[config.mk]
export PLATFORM = sky130hd
export DESIGN_NAME = ex_muldiv
export DESIGN_NICKNAME = d
export VERILOG_FILES = /design/src/rtl/muldiv_pkg.sv /design/src/rtl/ex_muldiv.sv
export SDC_FILE = /design/constraint.sdc
export NUM_CORES = 1
export LEC_CHECK = 0
export ABC_AREA = 0
export BUFFER_PORTS_ARGS = -buffer_cell sky130_fd_sc_hd__buf_2
export CORE_MARGIN = 2
export CORE_UTILIZATION = 50
export CTS_CLUSTER_DIAMETER = 120
export DETAILED_ROUTE_END_ITERATION = 12
export PLACE_DENSITY = 0.77
export SYNTH_ARGS = -nofsm -noshare
export SYNTH_HDL_FRONTEND = slang
export SYNTH_SLANG_ARGS = --single-unit
[constraint.sdc]
create_clock -name clk -period 10.5 [get_ports clk]
set_clock_uncertainty 0.2 [all_clocks]
set_input_delay 1.575 -clock clk [delete_from_list [all_inputs] [get_ports clk]]
set_output_delay 1.575 -clock clk [all_outputs]
set_load 0.05 [all_outputs]
[src/rtl/muldiv_pkg.sv]
// Shared constants for the RV32M iterative multiply/divide unit.
// Latency: n/a (package only).
// Backpressure: n/a (package only).
package muldiv_pkg;

  localparam int XLEN = 32;

  // funct3 encodings of the M extension
  localparam logic [2:0] OP_MUL    = 3'b000;
  localparam logic [2:0] OP_MULH   = 3'b001;
  localparam logic [2:0] OP_MULHSU = 3'b010;
  localparam logic [2:0] OP_MULHU  = 3'b011;
  localparam logic [2:0] OP_DIV    = 3'b100;
  localparam logic [2:0] OP_DIVU   = 3'b101;
  localparam logic [2:0] OP_REM    = 3'b110;
  localparam logic [2:0] OP_REMU   = 3'b111;

  typedef enum logic [1:0] {
    S_IDLE = 2'd0,
    S_CALC = 2'd1,
    S_DONE = 2'd2
  } state_t;

  // funct3[2] separates the divide family from the multiply family
  function automatic logic op_is_div(input logic [2:0] op);
    return op[2];
  endfunction

endpackage

[src/rtl/ex_muldiv.sv]
// Iterative RV32M multiply/divide feeding the register-file write port.
// Latency: 33 edges from accept to DONE (32 iterations + result), 1 edge for div-by-zero/overflow.
// Backpressure: busy_o holds the pipeline; start_i is only accepted in IDLE and flush_i kills CALC.
// Ports: clk/rst (async active-low); start_i, op_i, rs1_data_i, rs2_data_i, rd_addr_i issue an op;
//        flush_i aborts it; busy_o, done_o and reg_waddr_o/reg_wdata_o/reg_wen_o report the result.
module ex_muldiv #(
  parameter int XLEN = muldiv_pkg::XLEN
) (
  input  logic            clk,
  input  logic            rst,
  input  logic            start_i,
  input  logic [2:0]      op_i,
  input  logic [XLEN-1:0] rs1_data_i,
  input  logic [XLEN-1:0] rs2_data_i,
  input  logic [4:0]      rd_addr_i,
  input  logic            flush_i,
  output logic            busy_o,
  output logic            done_o,
  output logic [4:0]      reg_waddr_o,
  output logic [XLEN-1:0] reg_wdata_o,
  output logic            reg_wen_o
);
  import muldiv_pkg::*;

  state_t          state;
  logic [4:0]      cnt;
  logic [2:0]      op_q;
  logic [4:0]      rd_q;
  logic            neg_q;    // sign to apply to product / quotient
  logic            neg_r_q;  // sign to apply to remainder
  logic [XLEN-1:0] acc;      // upper product half / partial remainder
  logic [XLEN-1:0] lo;       // multiplier shifting out / dividend shifting out, quotient shifting in
  logic [XLEN-1:0] opb;      // multiplicand / divisor magnitude

  // ---------------- accept-time decode ----------------
  logic            a_signed, b_signed, sa, sb;
  logic [XLEN-1:0] mag_a, mag_b;
  logic            div_zero, div_ovf;
  logic [XLEN-1:0] fast_res;

  assign a_signed = (op_i != OP_MULHU) && (op_i != OP_DIVU) && (op_i != OP_REMU);
  assign b_signed = (op_i == OP_MUL) || (op_i == OP_MULH) || (op_i == OP_DIV) || (op_i == OP_REM);
  assign sa       = a_signed & rs1_data_i[XLEN-1];
  assign sb       = b_signed & rs2_data_i[XLEN-1];
  assign mag_a    = sa ? (~rs1_data_i + 1'b1) : rs1_data_i;
  assign mag_b    = sb ? (~rs2_data_i + 1'b1) : rs2_data_i;

  assign div_zero = op_is_div(op_i) && (rs2_data_i == '0);
  assign div_ovf  = ((op_i == OP_DIV) || (op_i == OP_REM)) &&
                    (rs1_data_i == {1'b1, {(XLEN-1){1'b0}}}) && (rs2_data_i == '1);

  always_comb begin
    fast_res = '0;
    if (div_zero)
      fast_res = op_i[1] ? rs1_data_i : '1;              // REM/REMU -> dividend, DIV/DIVU -> all ones
    else if (div_ovf)
      fast_res = op_i[1] ? '0 : {1'b1, {(XLEN-1){1'b0}}};
  end

  // ---------------- shared iteration datapath ----------------
  logic            is_div;
  logic [XLEN:0]   shifted, add_a, add_b, sum;
  logic            borrow;
  logic [XLEN-1:0] acc_nx, lo_nx;

  assign is_div  = op_is_div(op_q);
  assign shifted = {acc, lo[XLEN-1]};
  assign add_a   = is_div ? shifted : {1'b0, acc};
  assign add_b   = {1'b0, opb};
  // One 33-bit adder: add for multiply, subtract (two's complement) for divide.
  assign sum     = add_a + (add_b ^ {(XLEN+1){is_div}}) + {{XLEN{1'b0}}, is_div};
  // Since acc < divisor, the 33-bit difference's top bit is exactly the borrow.
  assign borrow  = sum[XLEN];

  always_comb begin
    acc_nx = acc;
    lo_nx  = lo;
    if (is_div) begin
      acc_nx = borrow ? shifted[XLEN-1:0] : sum[XLEN-1:0];
      lo_nx  = {lo[XLEN-2:0], ~borrow};
    end else if (lo[0]) begin
      acc_nx = sum[XLEN:1];
      lo_nx  = {sum[0], lo[XLEN-1:1]};
    end else begin
      acc_nx = {1'b0, acc[XLEN-1:1]};
      lo_nx  = {acc[0], lo[XLEN-1:1]};
    end
  end

  // ---------------- final sign fix-up and selection ----------------
  logic [2*XLEN-1:0] prod, prod_s;
  logic [XLEN-1:0]   quot, remd, calc_res;

  assign prod   = {acc_nx, lo_nx};
  assign prod_s = neg_q ? (~prod + 1'b1) : prod;
  assign quot   = neg_q ? (~lo_nx + 1'b1) : lo_nx;
  assign remd   = neg_r_q ? (~acc_nx + 1'b1) : acc_nx;

  always_comb begin
    calc_res = '0;
    case (op_q)
      OP_MUL:                      calc_res = prod_s[XLEN-1:0];
      OP_MULH, OP_MULHSU, OP_MULHU: calc_res = prod_s[2*XLEN-1:XLEN];
      OP_DIV, OP_DIVU:             calc_res = quot;
      default:                     calc_res = remd;
    endcase
  end

  assign busy_o = (state != S_IDLE);

  // ---------------- control ----------------
  always_ff @(posedge clk or negedge rst) begin
    if (!rst) begin
      state       <= S_IDLE;
      cnt         <= '0;
      op_q        <= '0;
      rd_q        <= '0;
      neg_q       <= 1'b0;
      neg_r_q     <= 1'b0;
      acc         <= '0;
      lo          <= '0;
      opb         <= '0;
      done_o      <= 1'b0;
      reg_wen_o   <= 1'b0;
      reg_waddr_o <= '0;
      reg_wdata_o <= '0;
    end else begin
      case (state)
        S_IDLE: begin
          if (start_i && !flush_i) begin
            op_q    <= op_i;
            rd_q    <= rd_addr_i;
            neg_q   <= sa ^ sb;
            neg_r_q <= sa;
            if (div_zero || div_ovf) begin
              state       <= S_DONE;
              done_o      <= 1'b1;
              reg_waddr_o <= rd_addr_i;
              reg_wdata_o <= fast_res;
              reg_wen_o   <= (rd_addr_i != 5'd0);
            end else begin
              state <= S_CALC;
              cnt   <= '0;
              acc   <= '0;
              // multiply: lo = multiplier, opb = multiplicand; divide: lo = dividend, opb = divisor
              lo    <= op_is_div(op_i) ? mag_a : mag_b;
              opb   <= op_is_div(op_i) ? mag_b : mag_a;
            end
          end
        end
        S_CALC: begin
          if (flush_i) begin
            state <= S_IDLE;
          end else begin
            acc <= acc_nx;
            lo  <= lo_nx;
            cnt <= cnt + 5'd1;
            if (cnt == 5'd31) begin
              state       <= S_DONE;
              done_o      <= 1'b1;
              reg_waddr_o <= rd_q;
              reg_wdata_o <= calc_res;
              reg_wen_o   <= (rd_q != 5'd0);
            end
          end
        end
        S_DONE: begin
          state     <= S_IDLE;
          done_o    <= 1'b0;
          reg_wen_o <= 1'b0;
        end
        default: state <= S_IDLE;
      endcase
    end
  end

endmodule

==> results of run 1 <==
==> metrics by stage <==
| stage | cell area [sq um] | hold WS [ns] |
|---|---|---|
| CTS | 17800 | 0.288 |
| global route | 17800 | 0.314 |
| finish | 17800 | 0.286 |
| floorplan | 16500 | 0.245 |
| detailed placement | 17100 | 0.268 |
| global placement | 17100 | 0.257 |
==> layer usage <==
layer	track usage, %	vias to the layer above
met5	0	-
met2	57.7	1086
met1	50.6	8579
met4	14.5	2
met3	7.51	200
li1	-	8218
==> synthesized netlist by cell type, types with 19 or more instances <==
master | instances | area share [%]
or3_1 | 23 | 0.87
nor2_1 | 175 | 4.0
a31oi_1 | 34 | 1.3
mux2_2 | 47 | 3.2
inv_1 | 46 | 1.0
ha_1 | 41 | 3.1
and2_1 | 19 | 0.72
xor2_1 | 90 | 4.8
a21oi_1 | 174 | 5.3
nand2_1 | 315 | 7.2
a221oi_1 | 20 | 1.1
mux2i_1 | 56 | 3.4
clkbuf_1 | 114 | 2.6
xnor2_1 | 82 | 4.4
a211oi_1 | 21 | 0.96
o21ai_0 | 241 | 7.3
nand3_1 | 57 | 1.7
nand2b_1 | 21 | 0.80
nand4_1 | 30 | 1.1
buf_2 | 21 | 0.64
nor3_1 | 60 | 1.8
dfrtp_1 | 152 | 23
o31ai_1 | 45 | 2.1
nor4_1 | 23 | 0.87
==> registers in the layout, summed over array words and instances, names as in the netlist <==
| name | flops |
|---|---|
| rd_q | 5 |
| cnt | 5 |
| acc | 32 |
| done_o | 1 |
| state | 2 |
| reg_wdata_o | 32 |
| reg_waddr_o | 5 |
| reg_wen_o | 1 |
| lo | 32 |
| opb | 32 |
| neg_q | 1 |
| neg_r_q | 1 |
| op_q | 3 |
==> worst register-to-register path: stages, from the launching register on <==
cell	delay, ns
dfrtp_4	0.98
buf_4	0.69
mux2_2	0.42
ha_1	0.45
a21oi_1	0.14
o21ai_0	0.65
nor3_1	0.18
a221o_1	0.38
a211oi_4	0.46
nand2_1	0.14
xor2_1	0.16
a21oi_1	0.15
inv_1	0.16
ha_1	0.28
nand3b_2	0.22
nor4_1	1.02
nand3_1	0.23
nor2_1	0.19
mux2_2	0.35
o221ai_1	0.16
==> power by group <==
group	leakage [nW]	internal [mW]	total (mW)	switching (mW)
Combinational	5.01	1.68	5.29	3.61
Clock	0.299	0.326	0.662	0.335
Sequential	1.95	0.831	1.17	0.339
Total	7.26	2.84	7.12	4.29
==> kinds of logic after synthesis <==
family,after synthesis
mux,106
simple gates,814
xor+xnor,172
compound gates,742
flops,152
buf+inv,208
fa+ha+maj,42
==> area by class of cell <==
| cell class | instances | area share [%] |
|---|---|---|
| tap | 442 | 3.11 |
| clock inverter | 15 | 1.08 |
| sequential | 152 | 21.4 |
| inverter | 49 | 1.04 |
| antenna | 1 | 0.0141 |
| multi-input combinational | 1876 | 66.6 |
| timing repair buffer | 140 | 4.35 |
| clock buffer | 17 | 2.39 |
==> worst max-delay path by stage <==
stage / end / slack (ns) / depth (start not counted)
finish: reg_wdata_o[20]$_DFFE_PN0P_ / 2.79 / 19
global route: reg_wdata_o[20]$_DFFE_PN0P_ / 2.44 / 19
CTS: reg_wdata_o[20]$_DFFE_PN0P_ / 3.11 / 19
detailed placement: reg_wdata_o[20]$_DFFE_PN0P_ / 3.15 / 19
global placement: reg_wdata_o[20]$_DFFE_PN0P_ / 3.34 / 19
floorplan: reg_wdata_o[26]$_DFFE_PN0P_ / 2.06 / 33
==> impl_metrics.csv, run 1 <==
group,metric,value,unit
sta,setup_tns,0,ns
worst_setup_path,worst-path-max-fanout,65,
synthesis,ys_seq_area_share,23.1,%
synthesis,synth_edf_count,0,
synthesis,synth_adder_area_share,3.24,%
synthesis,synth_top_family_by_area,"compound AO/OA/AOI/OAI gates",
sta,fin_ws,2.79,ns
place,dp_cells,2659,
clock_tree,post_cts_buffers,0,
finish,stdcell_count,2692,
finish,mostFrequentLayoutCells,"315 x nand2_1, 240 x o21ai_0, 175 x nor2_1",
worst_setup_path,cp-start-kind,"register",
synthesis,synthFlopType,"dfrtp_1",
synthesis,avgSynthCellArea,7.36,sq um
finish,final_common_cell,"nand2_1",
floorplan,start_util,50.7,%
finish,fin_util,54.7,%
drt,routed-wl-met3,6920,microns
sta,final.period_utilization,73.4,%
global_route,grt_antenna_before_repair,3,
synthesis,ys_warn_count,0,
worst_setup_path,arrival,7.87,ns
pwr,power.density,401,nW/um^2
global_route,track_usage,37.2,%
drt,vias_per_cell,6.72,
drt,wl,65000,microns
worst_setup_path,crit_buf_inv,2,
worst_setup_path,max_stage_delay,1.02,ns
synthesis,syn_area,16500,sq um
clock_tree,ctsHoldBuffers,0,
worst_setup_path,regToRegStartpoint,"op_q[2]$_DFFE_PN0P_",
min_path,hp-class,"register to register",
clock_tree,cts_repair_resize_count,0,
sta,min_period,7.71,ns
place,gp_congestion,0.991,
floorplan,boundaryPins,116,
min_path,hold_depth,2,
drt,highest_layer,"met5",
drt,ant_nets,0,
drt,drt_iter0_markers,2727,
place,portBuffers,115,
finish,register_area,3810,sq um
worst_setup_path,path_class,"register to register",
pwr,finalPower,7.12,mW
min_path,whs_endpoint,"cnt[4]$_DFFE_PN0P_",
min_path,hp-start,"cnt[4]$_DFFE_PN0P_",
sta,slew_violations,0,
floorplan,die_w,185,microns
job,cap_violations,0,
place,dp_slack,3.15,ns
clock_tree,htree_levels,4,
finish,syn2layout_area_growth,7.90,%
place,hpwl,49000,microns
worst_setup_path,end_kind,"register",
global_route,grt_max_degree,121,
floorplan,die_area,34400,sq um
sta,timing.fmax,130,MHz
synthesis,syn-num-nets,2354,
clock_tree,cts-root-buf,"clkbuf_16",
clock_tree,clock_latency,0.46,ns
synthesis,synth_xor_area_share,9.15,%
drt,wl_per_cell,24.2,microns
sta,slew_headroom,22.1,%
worst_setup_path,reg2reg_slack,2.79,ns
synthesis,syn_inst,2236,
worst_setup_path,rr_endpoint,"reg_wdata_o[20]$_DFFE_PN0P_",
drt,vias,18085,
drt,drt-met1-wl,26400,microns
clock_tree,clk_pin_slew,0.08,ns
pwr,p_leak,7.26,nW
floorplan,num_rows,66,
finish,nFillCells,3128,
drt,met2_length,28800,microns
worst_setup_path,cp_slowest_cell,"nor4_1",
status,status,"finished clean",
worst_setup_path,reg2reg_depth,19,
drt,drc,0,
sta,rsz0062_at_grt,"false",
pwr,peakVddDrop,0.000156,V
synthesis,ys_types,101,
clock_tree,cts_buffer_depth,2,
sta,hold_viol_final,0,
finish,drive_above_1_share,12.0,%
floorplan,core_area,32500,sq um
synthesis,synthMuxAreaShare,6.84,%
finish,multi_input_area,11800,sq um
sta,worst_pin_slew,1.17,ns
global_route,grt_pass1_wl,97300,microns
drt,first_pass_iters,6,
clock_tree,cts_tree,"done",
worst_setup_path,startpoint,"op_q[2]$_DFFE_PN0P_",
synthesis,yosys.area_share.simple,23.6,%
worst_setup_path,worstPathRequired,10.66,ns
clock_tree,numCtsBuffers,17,
synthesis,ys_ff_latch,152,
synthesis,async_flop_share,100,%
global_route,grt_pass1_vias,16098,
synthesis,synth-compound-area-share,29.0,%
floorplan,die_h,185,microns
finish,nets,2354,
clock_tree,clock-sinks,152,
worst_setup_path,crit_path_cell_trace,"buf_4 -> mux2_2 -> ha_1 -> a21oi_1 -> o21ai_0 -> nor3_1 -> a221o_1 -> a211oi_4 -> nand2_1 -> xor2_1 -> a21oi_1 -> inv_1 -> ha_1 -> nand3b_2 -> nor4_1 -> nand3_1 -> nor2_1 -> mux2_2 -> o221ai_1",
global_route,grt_overflow_total,0,
sta,finalSetupViolations,0,
worst_setup_path,crit_family,"simple AND/OR/NAND/NOR gates",
Power figures use the tool's default switching activity.
==> run 2: changes to the inputs <==
--- a/config.mk
+++ b/config.mk
@@ -11,7 +11,7 @@
 export CORE_UTILIZATION = 50
 export CTS_CLUSTER_DIAMETER = 120
 export DETAILED_ROUTE_END_ITERATION = 12
-export PLACE_DENSITY = 0.77
+export PLACE_DENSITY = 0.8
 export SYNTH_ARGS = -nofsm -noshare
 export SYNTH_HDL_FRONTEND = slang
 export SYNTH_SLANG_ARGS = --single-unit
==> constraint.sdc (replaced) <==
create_clock -name clk -period 6.7 [get_ports clk]
set_clock_uncertainty 0.2 [all_clocks]
set_input_delay 1.005 -clock clk [delete_from_list [all_inputs] [get_ports clk]]
set_output_delay 1.005 -clock clk [all_outputs]
set_load 0.05 [all_outputs]
==> run 2 against run 1 <==
  * Wire length shrank 0.44%
  * Clock power grew 57%
  * Final area grew 1.7%
  * Non-clock buffer count grew 29
  * Power grew 58%
  * Critical path depth is the same
  * Maximum frequency grew 24%
  * First-iteration DRC count shrank 13%
  * Via count grew 0.24%
  * Final cell count grew 1.0%
==> impl_metrics.csv, run 2 (synthesized netlist as in run 1, its figures left out) <==
group,metric,value,unit
status,status,"finished clean",
floorplan,num_rows,66,
clock_tree,clk_pin_slew,0.09,ns
floorplan,die_area,34400,sq um
global_route,grt_pass1_vias,16484,
place,gp_congestion,1.02,
min_path,hp-class,"input port to async pin",
finish,nets,2383,
drt,vias_per_cell,6.66,
worst_setup_path,crit_family,"compound AO/OA/AOI/OAI gates",
place,placed_cell_area,17400,sq um
global_route,grt_pass1_wl,98400,microns
drt,wl,64800,microns
drt,drc,0,
drt,highest_layer,"met4",
job,cap_violations,0,
pwr,p_leak,7.43,nW
worst_setup_path,arrival,6.28,ns
global_route,grt_antenna_before_repair,1,
finish,register_area,3810,sq um
floorplan,die_h,185,microns
worst_setup_path,path_class,"register to register",
global_route,grt_max_degree,119,
worst_setup_path,worst-path-max-fanout,26,
finish,drive_above_1_share,13.2,%
worst_setup_path,max_stage_delay,0.69,ns
clock_tree,cts_tree,"done",
clock_tree,numCtsBuffers,17,
finish,insertedDiodeCount,0,
clock_tree,cts-root-buf,"clkbuf_16",
clock_tree,htree_levels,4,
worst_setup_path,startpoint,"op_q[2]$_DFFE_PN0P_",
sta,rsz0062_at_grt,"false",
floorplan,start_util,50.7,%
finish,nFillCells,3070,
place,dp_slack,0.468,ns
worst_setup_path,regToRegStartpoint,"op_q[2]$_DFFE_PN0P_",
place,portBuffers,115,
sta,worst_pin_slew,1.08,ns
worst_setup_path,cp_slowest_cell,"dfrtp_4",
sta,hold_viol_final,0,
clock_tree,clock_latency,0.45,ns
finish,syn2layout_area_growth,9.71,%
worst_setup_path,end_kind,"register",
floorplan,boundaryPins,116,
sta,slew_violations,0,
drt,drt_iter0_markers,2370,
clock_tree,clock-sinks,152,
finish,final_area,18100,sq um
drt,drt-met1-wl,25400,microns
floorplan,core_area,32500,sq um
drt,ant_nets,0,
finish,mostFrequentLayoutCells,"315 x nand2_1, 239 x o21ai_0, 174 x a21oi_1, 174 x nor2_1, 151 x dfrtp_1",
finish,final_common_cell,"nand2_1",
drt,vias,18128,
pwr,peakVddDrop,0.000277,V
pwr,power.density,623,nW/um^2
worst_setup_path,crit_buf_inv,2,
drt,routed-wl-met3,7310,microns
drt,met2_length,28700,microns
global_route,track_usage,37.5,%
worst_setup_path,crit_path_cell_trace,"mux2_2 -> ha_1 -> a21oi_1 -> o21ai_2 -> a221o_1 -> or3_1 -> o2111ai_1 -> nand2_1 -> inv_1 -> ha_1 -> o21ai_0 -> nor3_1 -> buf_4 -> nand2_1 -> o31ai_1 -> xor2_1 -> a221oi_1 -> o31a_1 -> o221ai_1",
clock_tree,cts_buffer_depth,2,
sta,final.period_utilization,93.1,%
sta,slew_headroom,27.7,%
worst_setup_path,worstPathRequired,6.75,ns
sta,timing.fmax,160,MHz
place,hpwl,49300,microns
sta,finalSetupViolations,0,
global_route,grt_overflow_total,0,
sta,min_period,6.24,ns
sta,fin_ws,0.464,ns
drt,wl_per_cell,23.8,microns
worst_setup_path,cp-start-kind,"register",
finish,multi_input_area,11900,sq um
drt,first_pass_iters,7,
floorplan,die_w,185,microns
sta,setup_tns,0,ns
[run 2: cell types whose count changed in the layout (fill, tap and decap cells not counted), moves of 2 or more]
cell	previous run	this run
buf_4	26	52
clkinv_4	0	3
inv_8	3	5
buf_12	0	3
inv_6	5	0
[run 2: layer usage]
metal	global-route usage [%]	up-vias
li1	-	8281
met2	58.3	1075
met1	49.9	8567
met3	7.87	205
met5	0	-
met4	17.3	0
[run 2: what timing repair did]
action,4_1_cts,5_1_grt
resized for setup,0,1
hold buffers,0,0
endpoints found under the setup margin,0,2
hold endpoints to repair,0,0
buffers inserted,0,1
[run 2: final cells by class]
type,count,area share [%]
multi-input combinational,1876,65.7
sequential,152,21.1
timing repair buffer,169,5.69
tap,442,3.06
clock buffer,17,2.36
clock inverter,15,1.09
inverter,49,1.02
[run 2: worst paths after layout]
kind,cells past startpoint,slack (ns),endpoint
setup / recovery,19,0.46,reg_wdata_o[20]$_DFFE_PN0P_
hold / removal,1,0.28,cnt[2]$_DFFE_PN0P_
min in group clk,2,0.28,reg_waddr_o[3]$_DFFE_PN0P_
setup reg to reg,19,0.46,reg_wdata_o[20]$_DFFE_PN0P_
hold reg to reg,2,0.28,reg_waddr_o[3]$_DFFE_PN0P_
max in group asynchronous,2,4.74,opb[14]$_DFFE_PN0P_
[run 2: metrics by stage]
stage / power, mW / hold slack [ns] / cells / utilization [%]
global route: 11.9 / 0.320 / 2720 / 55.7
finish: 11.3 / 0.280 / 2720 / 55.7
detailed placement: 9.86 / 0.266 / 2687 / 53.7
global placement: 9.74 / 0.261 / 2687 / 53.7
CTS: 10.9 / 0.282 / 2719 / 55.6
floorplan: 7.61 / 0.245 / 2236 / -
[run 2: report_power, final]
group / internal (mW) / switching (mW) / leakage, nW
Combinational: 2.80 / 5.58 / 5.18
Sequential: 1.30 / 0.539 / 1.95
Clock: 0.513 / 0.525 / 0.301
